<file path="config.mk">
export PLATFORM = sky130hd
export DESIGN_NAME = fetch_stage
export DESIGN_NICKNAME = d
export VERILOG_FILES = /design/src/rtl/fetch_stage.sv
export SDC_FILE = /design/constraint.sdc
export NUM_CORES = 1
export LEC_CHECK = 0
export BUFFER_PORTS_ARGS = -buffer_cell sky130_fd_sc_hd__buf_2
export CORE_AREA = 2 2 153 155
export DETAILED_ROUTE_END_ITERATION = 10
export DIE_AREA = 0 0 155 157
export PLACE_DENSITY = 0.78
export SYNTH_ARGS = -nofsm -noshare
export SYNTH_HDL_FRONTEND = slang
export SYNTH_SLANG_ARGS = --single-unit
</file>
<file path="constraint.sdc">
create_clock -name clk -period 7.7 [get_ports clk]
set_clock_uncertainty 0.2 [all_clocks]
set_input_delay 1.54 -clock clk [delete_from_list [all_inputs] [get_ports clk]]
set_output_delay 1.54 -clock clk [all_outputs]
set_load 0.1 [all_outputs]
</file>
<file path="src/rtl/fetch_stage.sv">
// Instruction-fetch stage: PC, request/ready imem port, one-word skid buffer and IF/ID register.
// Optional counters perf_fetched/perf_redirects are built when FETCH_PERF_COUNT_EN is defined.
module fetch_stage #(
    parameter logic [31:0] RESET_PC = 32'h0000_0000
) (
    input  logic        clk,
    input  logic        reset,
    output logic        imem_req,
    output logic [31:0] imem_addr,
    input  logic        imem_ready,
    input  logic [31:0] imem_rdata,
    input  logic        id_stall,
    input  logic        jump_return,
    input  logic [31:0] jr_target,
    input  logic        jump,
    input  logic        branch_taken,
    input  logic [31:0] branch_target,
    output logic [31:0] if_id_instr,
    output logic [31:0] if_id_pc4,
    output logic        if_id_valid,
    output logic [5:0]  opcode,
    output logic [5:0]  funct
`ifdef FETCH_PERF_COUNT_EN
    ,
    output logic [31:0] perf_fetched,
    output logic [31:0] perf_redirects
`endif
);

    typedef enum logic [1:0] {FETCH, HOLD, DRAIN} state_t;

    state_t      state_q, state_d;
    logic [31:0] pc_q, pc_d;
    logic [31:0] tgt_q, tgt_d;
    logic [31:0] skid_instr_q, skid_instr_d;
    logic [31:0] skid_pc4_q, skid_pc4_d;
    logic [31:0] if_instr_q, if_instr_d;
    logic [31:0] if_pc4_q, if_pc4_d;
    logic        if_valid_q, if_valid_d;

    logic        redirect;
    logic [31:0] redirect_tgt;
    logic        slot_free;
    logic        deliver;
    logic [31:0] pc_plus4;

    always_comb begin
        state_d      = state_q;
        pc_d         = pc_q;
        tgt_d        = tgt_q;
        skid_instr_d = skid_instr_q;
        skid_pc4_d   = skid_pc4_q;
        if_instr_d   = if_instr_q;
        if_pc4_d     = if_pc4_q;
        if_valid_d   = if_valid_q;
        deliver      = 1'b0;

        pc_plus4     = pc_q + 32'd4;
        redirect     = if_valid_q && (jump_return || jump || branch_taken);
        redirect_tgt = jump_return ? jr_target :
                       jump        ? {if_pc4_q[31:28], if_instr_q[25:0], 2'b00} :
                                     branch_target;
        slot_free    = !if_valid_q || !id_stall;

        // A redirect always squashes whatever sits in IF/ID.
        if (redirect) begin
            if_instr_d = 32'h0;
            if_valid_d = 1'b0;
        end

        case (state_q)
            FETCH: begin
                if (redirect) begin
                    if (imem_ready) begin
                        pc_d = redirect_tgt;
                    end else begin
                        tgt_d   = redirect_tgt;
                        state_d = DRAIN;
                    end
                end else if (imem_ready) begin
                    pc_d = pc_plus4;
                    if (slot_free) begin
                        if_instr_d = imem_rdata;
                        if_pc4_d   = pc_plus4;
                        if_valid_d = 1'b1;
                        deliver    = 1'b1;
                    end else begin
                        skid_instr_d = imem_rdata;
                        skid_pc4_d   = pc_plus4;
                        state_d      = HOLD;
                    end
                end else if (slot_free) begin
                    if_instr_d = 32'h0;
                    if_valid_d = 1'b0;
                end
            end
            HOLD: begin
                if (redirect) begin
                    pc_d    = redirect_tgt;
                    state_d = FETCH;
                end else if (!id_stall) begin
                    if_instr_d = skid_instr_q;
                    if_pc4_d   = skid_pc4_q;
                    if_valid_d = 1'b1;
                    deliver    = 1'b1;
                    state_d    = FETCH;
                end
            end
            DRAIN: begin
                // The outstanding request must complete; its data is thrown away.
                if (redirect) begin
                    tgt_d = redirect_tgt;
                end
                if (imem_ready) begin
                    pc_d    = redirect ? redirect_tgt : tgt_q;
                    state_d = FETCH;
                end
            end
            default: begin
                state_d = FETCH;
            end
        endcase
    end

    always_ff @(posedge clk) begin
        if (reset) begin
            state_q      <= FETCH;
            pc_q         <= RESET_PC;
            tgt_q        <= 32'h0;
            skid_instr_q <= 32'h0;
            skid_pc4_q   <= 32'h0;
            if_instr_q   <= 32'h0;
            if_pc4_q     <= 32'h0;
            if_valid_q   <= 1'b0;
        end else begin
            state_q      <= state_d;
            pc_q         <= pc_d;
            tgt_q        <= tgt_d;
            skid_instr_q <= skid_instr_d;
            skid_pc4_q   <= skid_pc4_d;
            if_instr_q   <= if_instr_d;
            if_pc4_q     <= if_pc4_d;
            if_valid_q   <= if_valid_d;
        end
    end

    assign imem_req    = !reset && (state_q != HOLD);
    assign imem_addr   = pc_q;
    assign if_id_instr = if_instr_q;
    assign if_id_pc4   = if_pc4_q;
    assign if_id_valid = if_valid_q;
    assign opcode      = if_instr_q[31:26];
    assign funct       = if_instr_q[5:0];

`ifdef FETCH_PERF_COUNT_EN
    logic [31:0] perf_fetched_q, perf_redirects_q;

    always_ff @(posedge clk) begin
        if (reset) begin
            perf_fetched_q   <= 32'h0;
            perf_redirects_q <= 32'h0;
        end else begin
            if (deliver) begin
                perf_fetched_q <= perf_fetched_q + 32'd1;
            end
            if (redirect) begin
                perf_redirects_q <= perf_redirects_q + 32'd1;
            end
        end
    end

    assign perf_fetched   = perf_fetched_q;
    assign perf_redirects = perf_redirects_q;
`else
    logic unused_deliver;
    assign unused_deliver = deliver;
`endif

endmodule
</file>
==> out/results.ini <==
[logic_synthesis]
synth-warning-count = 0
synth_cells = 1275
netlist_top_cells_count = 195 x dfxtp_1, 184 x nand2_1, 135 x a21oi_1
async_reset_ff_share_pct = 0
synth-edff-count = 0
synthFlopType = dfxtp_1
yosys.area.top_type = dfxtp_1
yosysMostFrequentCell = dfxtp_1
synth_seq_cells = 195
ys_seq_area_share_pct = 38.6
synth_top_area_share_pct = 38.6
synth_nets = 1383
ys_top_cells_by_area = dfxtp_1 39%, nand2_1 6.8%, a21oi_1 6.7%
netlist_area_um2 = 10100
ys_types = 72
postSynthAreaPerCell_um2 = 7.94

[die]
die_h_um = 157
dieArea_um2 = 24300
chipWidth_um = 155
initial_core_util_pct = 45.0
io-pin-count = 213
core-area_um2 = 22500
rows = 55

[critical_path]
worst_r2r_startpoint = state_q[1]
critical-path-max-stage-delay_ps = 540
cp_top_family = buffers and inverters
r2r-end = imem_addr[31]
start_kind = input pin
path_max_fanout = 68
cp_data_required_time_ps = 5960
path_buf_inv = 2
worstSetupPathType = in2out
rrSetupSlack_ps = 4550
endpoint_kind = primary output
crit_arrival_ps = 2540
reg2reg_depth = 7
slowest_stage = buf_4
cp_cell_sequence = buf_4 > nor2_1 > buf_2

[clock_network]
clk_pin_slew_ps = 70
clock-sinks = 195
cts_max_level = 4
ctsResizeCount = 0
cts-root-buf = clkbuf_16
cts_hold_buf = 0
insertion_delay_ps = 460
clock_path_buffers = 2
cts-buffers-inserted = 17
post_cts_buffers = 0
cts_tree = done

[power_and_ir_drop]
power_per_cell_area_nw_per_um2 = 407
irDropWorstVdd_mv = 0.232
leakage_nw = 4.55

[cells_and_area]
drive_gt1_share_pct = 22.5
post-route-util_pct = 52.3
diodes = 0
area.growth.synth_to_final_pct = 16.3
nets = 1508

[timing]
setup_ws_ps = 3420
setup_viol = 0
worstMarginPinSlew_ps = 1250
min_period_ps = 4280
max_freq_ghz = 0.234
finalCritPeriodShare_pct = 55.6
drv_slew = 0
hold_viol = 0
tns_ps = 0
rsz0062_at_grt = no
relSlewSlack_pct = 16.4

[placed_design]
io_buffers = 212
dpl.hpwl_mm = 22.8
gp_congestion = 0.912
place_ws_ps = 3270

[worst_hold_path]
holdPathStages = 2
hold_end = if_id_pc4[15]
hp-start = if_id_pc4[15]
hold_class = reg2reg

[global_routing]
antenna_found_initial = 0
grt_max_degree = 101
grt_pass1_vias = 9195
grt_pass1_wl_mm = 51.6
grt-ovfl-total = 0
grtUsageTotal_pct = 26.7

[status]
status = completed

[routing]
drc_errors = 0
routed_via_density = 6.08
num_vias = 10300
drt-initial-drc-count = 1277
ant_nets = 0
dr.pass1.iters = 6
drt_wl_total_mm = 33.2
wire_per_inst_um = 19.5

[job]
maxCapViolCount = 0

## layer usage
metal  track usage (%)  vias to the layer above  share of wire [%]
met5                 0                        -                  0
met4              7.50                        0                1.8
met3              5.75                       45                 11
met2              39.8                      616                 43
met1              38.8                     4770                 44
li1                  -                     4896                  -
## power breakdown
part | total [mW] | internal (mW) | switching (mW)
logic | 2.42 | 0.473 | 1.94
clock network | 0.960 | 0.502 | 0.458
registers | 1.41 | 1.18 | 0.228
## sequential cells by signal, indices dropped and copies added, names as in the netlist
| signal | count |
|---|---|
| skid_instr_q | 32 |
| if_id_valid | 1 |
| imem_addr | 32 |
| tgt_q | 32 |
| if_id_instr | 32 |
| if_id_pc4 | 32 |
| state_q | 2 |
| skid_pc4_q | 32 |
## layout by cell type (no fill, tap or decap), types with 29 or more instances in the layout
cell type	instances
a222oi_1	30
nor3_1	48
a21oi_1	134
o21ai_0	79
buf_2	211
nand2_1	184
mux2i_1	35
dfxtp_1	195
nand3_1	29
nor2_1	125
## logic make-up (layout without fill, tap and decap cells)
| group | after synthesis | count (layout) | synth area share, % |
|---|---|---|---|
| AO/OA/AOI/OAI | 380 | 380 | 24.6 |
| flip-flops | 195 | 195 | 38.6 |
| XOR/XNOR | 18 | 18 | 1.56 |
| AND/OR/NAND/NOR | 477 | 477 | 21.9 |
| adder cells (fa/ha/maj) | 5 | 5 | 0.618 |
| buffers and inverters | 137 | 275 | 6.21 |
| multiplexers | 63 | 63 | 6.58 |
## stage by stage
stage	instance area, µm²	instances	power, mW	hold WS, ps
finish	11800	1698	4.79	248
global placement	11100	1666	3.79	237
global route	11800	1698	4.98	265
CTS	11800	1698	4.77	253
floorplan	10100	1275	3.33	234
detailed placement	11100	1666	3.81	243
## tightest hold or removal path: stages, from the launching register on
cell and delay [ps]:
dfxtp_1 310, nand2_1 50, a21oi_1 50
## worst max path at each step
stage | startpoint | end | slack, ps | cells past startpoint
floorplan | reset | imem_req | 3140 | 1
global placement | jump_return | imem_addr[28] | 3390 | 7
detailed placement | jump_return | imem_addr[28] | 3270 | 7
CTS | reset | imem_req | 3370 | 3
global route | reset | imem_req | 3320 | 3
finish | reset | imem_req | 3420 | 3
## cell type report
class,instances,area (µm²)
Clock buffer,17,425
Clock inverter,15,211
Fill cell,2146,10700
Inverter,13,48.8
Multi-Input combinational cell,943,5630
Sequential cell,195,3900
Tap cell,285,357
Timing Repair Buffer,230,1200
No activity file was read; power rests on OpenSTA's default activity.
